**src/rtl/sdram_arb_pkg.sv**
```systemverilog
// Shared types for the two-port SDRAM arbiter: FSM states, port select, arbitration modes.
package sdram_arb_pkg;

    localparam int ADDR_W = 21;
    localparam int DATA_W = 8;
    localparam int CNT_W  = 10;

    localparam int ARB_FIXED = 0;   // B always wins a tie
    localparam int ARB_RR    = 1;   // tie goes to the port opposite the last grant

    typedef enum logic [1:0] {
        S_IDLE,
        S_WAIT,
        S_GAP
    } arb_state_t;

    typedef enum logic {
        PORT_A = 1'b0,
        PORT_B = 1'b1
    } port_sel_t;

endpackage

```
**src/rtl/sdram_req_slot.sv**
```systemverilog
// One requester's pending slot: rising-edge detect on req, pending flag, operand latch.
module sdram_req_slot
    import sdram_arb_pkg::*;
(
    input  logic              clk,
    input  logic              rst_n,
    input  logic              i_req,
    input  logic              i_wren,
    input  logic [ADDR_W-1:0] i_addr,
    input  logic [DATA_W-1:0] i_wdata,
    input  logic              i_clr,
    output logic              o_pend,
    output logic              o_wren,
    output logic [ADDR_W-1:0] o_addr,
    output logic [DATA_W-1:0] o_wdata
);

    logic              r_prev;
    logic              r_pend;
    logic              r_wren;
    logic [ADDR_W-1:0] r_addr;
    logic [DATA_W-1:0] r_wdata;
    logic              w_edge;

    assign w_edge  = i_req & ~r_prev;
    assign o_pend  = r_pend;
    assign o_wren  = r_wren;
    assign o_addr  = r_addr;
    assign o_wdata = r_wdata;

    always_ff @(posedge clk) begin
        if (!rst_n) begin
            r_prev  <= 1'b0;
            r_pend  <= 1'b0;
            r_wren  <= 1'b0;
            r_addr  <= '0;
            r_wdata <= '0;
        end else begin
            r_prev <= i_req;
            // An edge while still pending is dropped so the in-flight operands stay intact.
            if (i_clr) begin
                r_pend <= 1'b0;
            end else if (w_edge && !r_pend) begin
                r_pend  <= 1'b1;
                r_wren  <= i_wren;
                r_addr  <= i_addr;
                r_wdata <= i_wdata;
            end
        end
    end

endmodule

```
**src/rtl/sdram_port_arbiter.sv**
```systemverilog
// Shares one SDRAM controller port between CPU PRG (A) and PPU CHR (B) requesters.
module sdram_port_arbiter
    import sdram_arb_pkg::*;
#(
    parameter int          ARB_MODE   = ARB_FIXED,
    parameter logic [20:0] B_BASE     = 21'h100000,
    parameter int          WAIT_LIMIT = 1023
) (
    input  logic              clk,
    input  logic              rst_n,
    input  logic              a_req,
    input  logic              a_wren,
    input  logic [ADDR_W-1:0] a_addr,
    input  logic [DATA_W-1:0] a_wdata,
    output logic [DATA_W-1:0] a_rdata,
    output logic              a_ready,
    input  logic              b_req,
    input  logic              b_wren,
    input  logic [ADDR_W-1:0] b_addr,
    input  logic [DATA_W-1:0] b_wdata,
    output logic [DATA_W-1:0] b_rdata,
    output logic              b_ready,
    output logic [ADDR_W-1:0] mem_address,
    output logic [DATA_W-1:0] to_mem,
    output logic              mem_req,
    output logic              mem_wren,
    input  logic [DATA_W-1:0] from_mem,
    input  logic              mem_ready,
    output logic              busy,
    output logic              timeout
);

    localparam logic [CNT_W-1:0] LIMIT = CNT_W'(WAIT_LIMIT);

    arb_state_t        r_state;
    port_sel_t         r_owner;
    port_sel_t         r_last;
    logic [CNT_W-1:0]  r_wait_cnt;

    logic              w_a_pend, w_a_wren, w_b_pend, w_b_wren;
    logic [ADDR_W-1:0] w_a_addr, w_b_addr, w_iss_addr;
    logic [DATA_W-1:0] w_a_wdata, w_b_wdata;
    logic              w_done, w_any;
    port_sel_t         w_sel;

    assign w_done = (r_state == S_WAIT) && mem_ready;
    assign w_any  = w_a_pend | w_b_pend;

    sdram_req_slot u_slot_a (
        .clk(clk), .rst_n(rst_n),
        .i_req(a_req), .i_wren(a_wren), .i_addr(a_addr), .i_wdata(a_wdata),
        .i_clr(w_done && (r_owner == PORT_A)),
        .o_pend(w_a_pend), .o_wren(w_a_wren), .o_addr(w_a_addr), .o_wdata(w_a_wdata)
    );

    sdram_req_slot u_slot_b (
        .clk(clk), .rst_n(rst_n),
        .i_req(b_req), .i_wren(b_wren), .i_addr(b_addr), .i_wdata(b_wdata),
        .i_clr(w_done && (r_owner == PORT_B)),
        .o_pend(w_b_pend), .o_wren(w_b_wren), .o_addr(w_b_addr), .o_wdata(w_b_wdata)
    );

    always_comb begin
        w_sel = PORT_A;
        if (w_a_pend && w_b_pend)
            w_sel = (ARB_MODE == ARB_RR && r_last == PORT_B) ? PORT_A : PORT_B;
        else if (w_b_pend)
            w_sel = PORT_B;
    end

    // 21-bit sum wraps modulo 2^21 by construction.
    assign w_iss_addr = (w_sel == PORT_B) ? (w_b_addr + B_BASE) : w_a_addr;

    always_ff @(posedge clk) begin
        if (!rst_n) begin
            r_state     <= S_IDLE;
            r_owner     <= PORT_A;
            r_last      <= PORT_A;
            r_wait_cnt  <= '0;
            mem_address <= '0;
            to_mem      <= '0;
            mem_req     <= 1'b0;
            mem_wren    <= 1'b0;
            busy        <= 1'b0;
            timeout     <= 1'b0;
            a_rdata     <= '0;
            b_rdata     <= '0;
            a_ready     <= 1'b0;
            b_ready     <= 1'b0;
        end else begin
            a_ready <= 1'b0;
            b_ready <= 1'b0;
            case (r_state)
                // The gap cycle itself is the single low cycle of mem_req; a pending slot
                // is issued straight out of it so the controller sees exactly one low cycle.
                S_IDLE, S_GAP: begin
                    if (w_any) begin
                        r_owner     <= w_sel;
                        mem_address <= w_iss_addr;
                        to_mem      <= (w_sel == PORT_B) ? w_b_wdata : w_a_wdata;
                        mem_wren    <= (w_sel == PORT_B) ? w_b_wren : w_a_wren;
                        mem_req     <= 1'b1;
                        busy        <= 1'b1;
                        r_wait_cnt  <= '0;
                        r_state     <= S_WAIT;
                    end else begin
                        r_state <= S_IDLE;
                    end
                end
                S_WAIT: begin
                    if (mem_ready) begin
                        mem_req    <= 1'b0;
                        busy       <= 1'b0;
                        r_last     <= r_owner;
                        r_wait_cnt <= '0;
                        r_state    <= S_GAP;
                        if (r_owner == PORT_A) begin
                            a_ready <= 1'b1;
                            if (!mem_wren) a_rdata <= from_mem;
                        end else begin
                            b_ready <= 1'b1;
                            if (!mem_wren) b_rdata <= from_mem;
                        end
                    end else begin
                        if (r_wait_cnt != LIMIT) r_wait_cnt <= r_wait_cnt + 1'b1;
                        if (r_wait_cnt >= LIMIT - 1'b1) timeout <= 1'b1;
                    end
                end
                default: r_state <= S_IDLE;
            endcase
        end
    end

endmodule

```
**config.mk**
```make
export PLATFORM = sky130hd
export DESIGN_NAME = sdram_port_arbiter
export DESIGN_NICKNAME = d
export VERILOG_FILES = /design/src/rtl/sdram_arb_pkg.sv /design/src/rtl/sdram_req_slot.sv /design/src/rtl/sdram_port_arbiter.sv
export SDC_FILE = /design/constraint.sdc
export NUM_CORES = 1
export LEC_CHECK = 0
export ABC_AREA = 1
export CORE_ASPECT_RATIO = 1.25
export CORE_MARGIN = 4
export CORE_UTILIZATION = 56
export CTS_CLUSTER_DIAMETER = 40
export DETAILED_ROUTE_END_ITERATION = 6
export DONT_BUFFER_PORTS = 1
export PLACE_DENSITY_LB_ADDON = 0.2
export SLEW_MARGIN = 20
export SYNTH_ARGS = -nofsm -noshare
export SYNTH_HDL_FRONTEND = slang
export SYNTH_SLANG_ARGS = --single-unit
```
**constraint.sdc**
```tcl
create_clock -name clk -period 1.23 [get_ports clk]
set_input_delay 0.1845 -clock clk [delete_from_list [all_inputs] [get_ports clk]]
set_output_delay 0.1845 -clock clk [all_outputs]
set_load 0.02 [all_outputs]
```
==> results.py, run 1 <==
metrics = {
    "status": {
        "status": "finished, violations left",
        "violations": "hold timing, setup timing",
    },
    "yosys": {
        "synth_seq_area_share": 0.491,
        "synth_top_family_by_area": "simple AND/OR/NAND/NOR gates",
        "yosys.cell_types.count": 30,
        "yosys_warnings": 0,
        "syn-num-nets": 734,
        "yosys.area_share.xor_xnor": 0,
        "synth-seq-cells": 127,
        "syn_inst": 659,
        "syn_area_um2": 5180,
        "yosys.area_share.adder": 0.00483,
        "synth_simple_gate_area_frac": 0.279,
        "syn_area_per_cell_um2": 7.86,
        "synthMuxAreaShare": 0,
        "synth_compound_area_frac": 0.153,
    },
    "floorplanning": {
        "initial_core_util": 0.585,
        "chipHeight_um": 116,
        "coreArea_um2": 8840,
        "core.rowCount": 38,
        "dieArea_um2": 10900,
        "io_pins": 124,
        "fp.dieW_um": 94,
    },
    "clocking": {
        "worstSkewPairLatency_ns": 0.53,
        "htree_levels": 4,
        "root_buffer": "clkbuf_8",
        "cts_num_sinks": 127,
        "cts_inserted_buffers": 17,
        "cts_tree": "built",
        "clkTransAtPathRegs_ns": 0.05,
        "clockBufferDepth": 2,
    },
    "place": {
        "place_ws_ns": -0.160,
        "dp.cells": 794,
        "hpwlAfterDp_um": 8550,
        "gp_congestion": 0.846,
        "portBuffers": 0,
    },
    "sta": {
        "hold_ws_ns": -0.216,
        "slew_viol_final": 0,
        "final.setup_skew_ns": 0.0116,
        "period_share": 1.15,
        "finalCriticalPeriod_ns": 1.41,
        "hold_viol": 111,
        "rsz0062_at_grt": "true",
        "clock.fmax_mhz": 709,
        "max_slew.worst_pin.slew_ns": 0.312,
        "finalSetupViolations": 117,
        "timing.final.ws_setup_ns": -0.181,
        "relSlewSlack": 0.792,
    },
    "critical_path": {
        "regToRegStartpoint": "u_slot_a.o_pend",
        "critPathArrivalTime_ns": 1.87,
        "critPathRequiredTime_ns": 1.69,
        "cp-startpoint": "u_slot_a.o_pend",
        "worst-path-max-fanout": 4,
        "end_kind": "flop",
        "crit_type": "reg2reg",
        "start_kind": "flop",
    },
    "routing": {
        "drt-wirelength-per-cell_um": 20.0,
        "first_iter_violations": 380,
        "firstDrtPassIters": 5,
        "ant_nets": 0,
        "drc": 0,
        "wl_um": 17600,
        "via_per_inst": 5.82,
        "vias": 5102,
    },
    "finish": {
        "antenna_cells": 0,
        "instances_no_fill": 877,
        "drive_above_1_share": 0.349,
        "layout_common_cells": "dfxtp_1 (116), nor2_1 (106), nand2_1 (89)",
        "postLayoutCoreUtil": 0.838,
        "nNetsFinal": 826,
        "layout_commonest_cell": "dfxtp_1",
        "area_growth_pct": 43.1,
    },
    "power_and_ir_drop": {
        "power_density_nw_per_um2": 1590,
        "p_leak_uw": 0.00298,
        "vdd_drop_max_v": 0.00120,
        "fin_total_pwr_uw": 11800,
    },
    "min_path": {
        "min_path_type": "in2reg",
        "hold_start": "rst_n",
    },
    "global_route": {
        "antenna_found_initial": 0,
        "grt_pass1_vias": 4794,
        "grt_max_degree": 115,
        "grtUsageTotal": 0.267,
        "grt_pass1_wl_um": 22600,
        "overflow": 0,
    },
    "flow_run": {
        "cap_viol_max_count": 0,
    },
}
[through the flow]
step / cell area, µm² / TNS [ns]
after floorplan: 5200 / -3.28
final: 7410 / -11.86
after global placement: 5550 / -5.36
after detailed placement: 5550 / -9.18
after global routing: 7410 / -20.48
after CTS: 6700 / -5.84
[cells by family after synthesis]
group | Yosys count
AOI/OAI and AO/OA | 150
buffers and inverters | 71
and+or+nand+nor | 309
DFF | 127
adders and majority gates | 2
[layer usage]
| metal | vias up | track usage | routed length, µm |
|---|---|---|---|
| met4 | 0 | 0.0944 | 573 |
| met2 | 277 | 0.465 | 9300 |
| met5 | - | 0 | 0 |
| li1 | 2329 | - | - |
| met1 | 2432 | 0.305 | 6240 |
| met3 | 64 | 0.0883 | 1450 |
[flip-flops by register name, indices dropped and copies added, names as in the netlist, 2 cells and up]
name / count
r_state: 2
u_slot_b.o_wdata: 8
mem_address: 21
to_mem: 8
u_slot_b.o_addr: 21
u_slot_a.o_wdata: 8
u_slot_a.o_addr: 21
r_wait_cnt: 10
b_rdata: 8
a_rdata: 8
[path summary, 6_finish.rpt]
path                                        to  slack (ns)  depth (start not counted)
worst min-delay path            mem_address[3]       -0.22                          2
worst min register to register  mem_address[6]        0.49                          2
worst max register to register   r_wait_cnt[8]       -0.18                          8
worst max-delay path             r_wait_cnt[8]       -0.18                          8
[cell usage after synthesis (all sizes together)]
library cell,n,area [µm²]
inv,32,128
a31oi,29,181
a211oi,1,7.51
a21oi,9,45.0
nor3,3,15.0
buf,14,148
nor3b,2,20.0
dfxtp,127,2540
nor2,184,897
or2,2,12.5
o21ai,111,559
ha,2,25.0
nand2,102,415
clkbuf,25,95.1
nand3,12,60.1
nand3b,1,7.51
nand4,3,18.8
[critical path, cell delays in order, from the launching register on]
cell	delay, ns
dfxtp_1	0.31
buf_4	0.14
nand2_1	0.15
nand2_4	0.12
buf_12	0.14
nor3_2	0.18
buf_4	0.17
nand2_1	0.06
nor2_1	0.08
[report_power, final]
part	total, µW	switching (µW)	internal, µW
logic	2480	1300	1180
registers	5080	548	4530
clock network	4220	1680	2540
total	11800	3520	8250
[area by class of cell]
| cell class | instances | area, µm² |
|---|---|---|
| multi-input combinational | 461 | 2750 |
| sequential | 127 | 2560 |
| fill | 463 | 1440 |
| timing repair buffer | 110 | 1280 |
| clock buffer | 22 | 463 |
| inverter | 32 | 151 |
| tap | 120 | 150 |
| timing repair inverter | 2 | 40.0 |
| clock inverter | 3 | 15.0 |
[timing repair]
action	CTS	global route
buffers inserted	10	4
hold endpoints to repair	114	111
pin swaps	30	26
hold buffers	13	23
endpoints found under the setup margin	119	121
resized for setup	119	94
gates cloned	4	8
Note: power is estimated with default switching activity, not from simulation.
==> run 2: changes to the inputs <==
--- a/config.mk
+++ b/config.mk
@@ -12,6 +12,7 @@
 export CTS_CLUSTER_DIAMETER = 40
 export DETAILED_ROUTE_END_ITERATION = 6
 export DONT_BUFFER_PORTS = 1
+export HOLD_SLACK_MARGIN = 0.05
 export PLACE_DENSITY_LB_ADDON = 0.2
 export SLEW_MARGIN = 20
 export SYNTH_ARGS = -nofsm -noshare
==> results.py, run 2 (synthesized netlist as in run 1, its figures left out) <==
metrics = {
    "status": {
        "status": "finished, violations left",
        "violations": "hold timing, setup timing",
    },
    "sta": {
        "relSlewSlack": 0.799,
        "max_slew.worst_pin.slew_ns": 0.302,
        "timing.final.ws_setup_ns": -0.163,
        "rsz0062_at_grt": "true",
        "final.setup_skew_ns": 0.00692,
        "hold_viol": 111,
        "finalSetupViolations": 108,
        "clock.fmax_mhz": 718,
        "slew_viol_final": 0,
        "finalCriticalPeriod_ns": 1.39,
        "period_share": 1.13,
        "hold_ws_ns": -0.218,
    },
    "clocking": {
        "cts_num_sinks": 127,
        "root_buffer": "clkbuf_8",
        "cts_inserted_buffers": 17,
        "cts_tree": "built",
        "clkTransAtPathRegs_ns": 0.05,
        "clockBufferDepth": 2,
        "worstSkewPairLatency_ns": 0.52,
        "htree_levels": 4,
    },
    "global_route": {
        "grt_pass1_vias": 4820,
        "grtUsageTotal": 0.268,
        "grt_pass1_wl_um": 22700,
        "antenna_found_initial": 0,
        "overflow": 0,
        "grt_max_degree": 115,
    },
    "floorplanning": {
        "core.rowCount": 38,
        "io_pins": 124,
        "chipHeight_um": 116,
        "dieArea_um2": 10900,
        "initial_core_util": 0.585,
        "fp.dieW_um": 94,
        "coreArea_um2": 8840,
    },
    "routing": {
        "ant_nets": 0,
        "firstDrtPassIters": 5,
        "wl_um": 15500,
        "drc": 0,
        "vias": 4789,
        "via_per_inst": 5.60,
        "first_iter_violations": 296,
        "drt-wirelength-per-cell_um": 18.1,
    },
    "finish": {
        "nFillCells": 557,
        "antenna_cells": 0,
        "layout_commonest_cell": "dfxtp_1",
        "layout_common_cells": "dfxtp_1 (119), nor2_1 (100), nand2_1 (89)",
        "nNetsFinal": 804,
        "drive_above_1_share": 0.343,
        "area_growth_pct": 36.6,
        "fin_area_um2": 7070,
    },
    "critical_path": {
        "critPathArrivalTime_ns": 1.84,
        "reg2reg_depth": 9,
        "end_kind": "flop",
        "crit_type": "reg2reg",
        "worst-path-max-fanout": 5,
        "critPathRequiredTime_ns": 1.68,
        "start_kind": "flop",
    },
    "power_and_ir_drop": {
        "p_leak_uw": 0.00284,
        "vdd_drop_max_v": 0.00123,
        "power_density_nw_per_um2": 1600,
        "fin_total_pwr_uw": 11300,
    },
    "place": {
        "portBuffers": 0,
        "hpwlAfterDp_um": 8550,
        "gp_congestion": 0.846,
        "place_area_um2": 5550,
    },
    "min_path": {
        "whs_path_depth": 2,
        "min_path_type": "in2reg",
    },
    "flow_run": {
        "cap_viol_max_count": 0,
    },
}
==> run 2: layout make-up <==
cell class / instances / area (µm²) / share of cell area
multi-input cells: 461 / 2750 / 0.389
repair buffers: 87 / 925 / 0.131
flip-flops and latches: 127 / 2550 / 0.361
clock buffers: 22 / 463 / 0.0655
well taps: 120 / 150 / 0.0212
repair inverters: 3 / 51.3 / 0.00726
inverters: 32 / 164 / 0.0232
clock inverters: 3 / 15.0 / 0.00212
==> run 2: critical path, stage by stage (launching register included) <==
cell and delay [ns]:
dfxtp_2 0.35, inv_4 0.05, nor2_4 0.11, inv_4 0.06, nor2_8 0.11, nand2_4 0.10
nor2_4 0.20, buf_4 0.14, o21ai_0 0.08, nor2_1 0.12
==> run 2: worst paths after layout <==
path	startpoint	to	slack (ns)
max	r_state[0]	a_rdata[5]	-0.16
max reg2reg	r_state[0]	a_rdata[5]	-0.16
min reg2reg	u_slot_b.o_addr[13]	mem_address[13]	0.48
min	rst_n	u_slot_a.o_addr[3]	-0.22
==> run 2: layer usage <==
layer,global-route usage,vias up,part of all wire
li1,-,2285,-
met1,0.304,2262,0.38
met2,0.470,207,0.53
met3,0.0903,35,0.073
met4,0.0954,0,0.018
met5,0,-,0
==> run 2: where the power goes <==
| part | switching, µW | total (µW) | internal (µW) |
|---|---|---|---|
| logic | 1150 | 2110 | 956 |
| registers | 516 | 5040 | 4520 |
| clock network | 1640 | 4180 | 2540 |
| total | 3310 | 11300 | 8020 |
==> run 2: metrics by stage <==
stage | hold slack, ns | setup slack [ns] | utilization | instances | setup TNS (ns)
2_1_floorplan | 0.278 | -0.0534 | - | 659 | -3.28
3_3_place_gp | 0.284 | -0.182 | 0.627 | 794 | -5.36
3_5_place_dp | 0.286 | -0.160 | 0.627 | 794 | -9.18
4_1_cts | -0.241 | -0.105 | 0.759 | 846 | -5.84
5_1_grt | -0.236 | -0.228 | 0.800 | 855 | -16.34
6_report | -0.218 | -0.163 | 0.800 | 855 | -9.08
==> run 2: timing repair <==
| action | CTS | global route |
|---|---|---|
| hold endpoints to repair | 127 | 111 |
| buffers inserted | 10 | 5 |
| gates resized for setup | 119 | 69 |
| hold buffers | 14 | 3 |
| pin swaps | 30 | 30 |
| endpoints found under the setup margin | 119 | 121 |
| gates cloned | 4 | 3 |
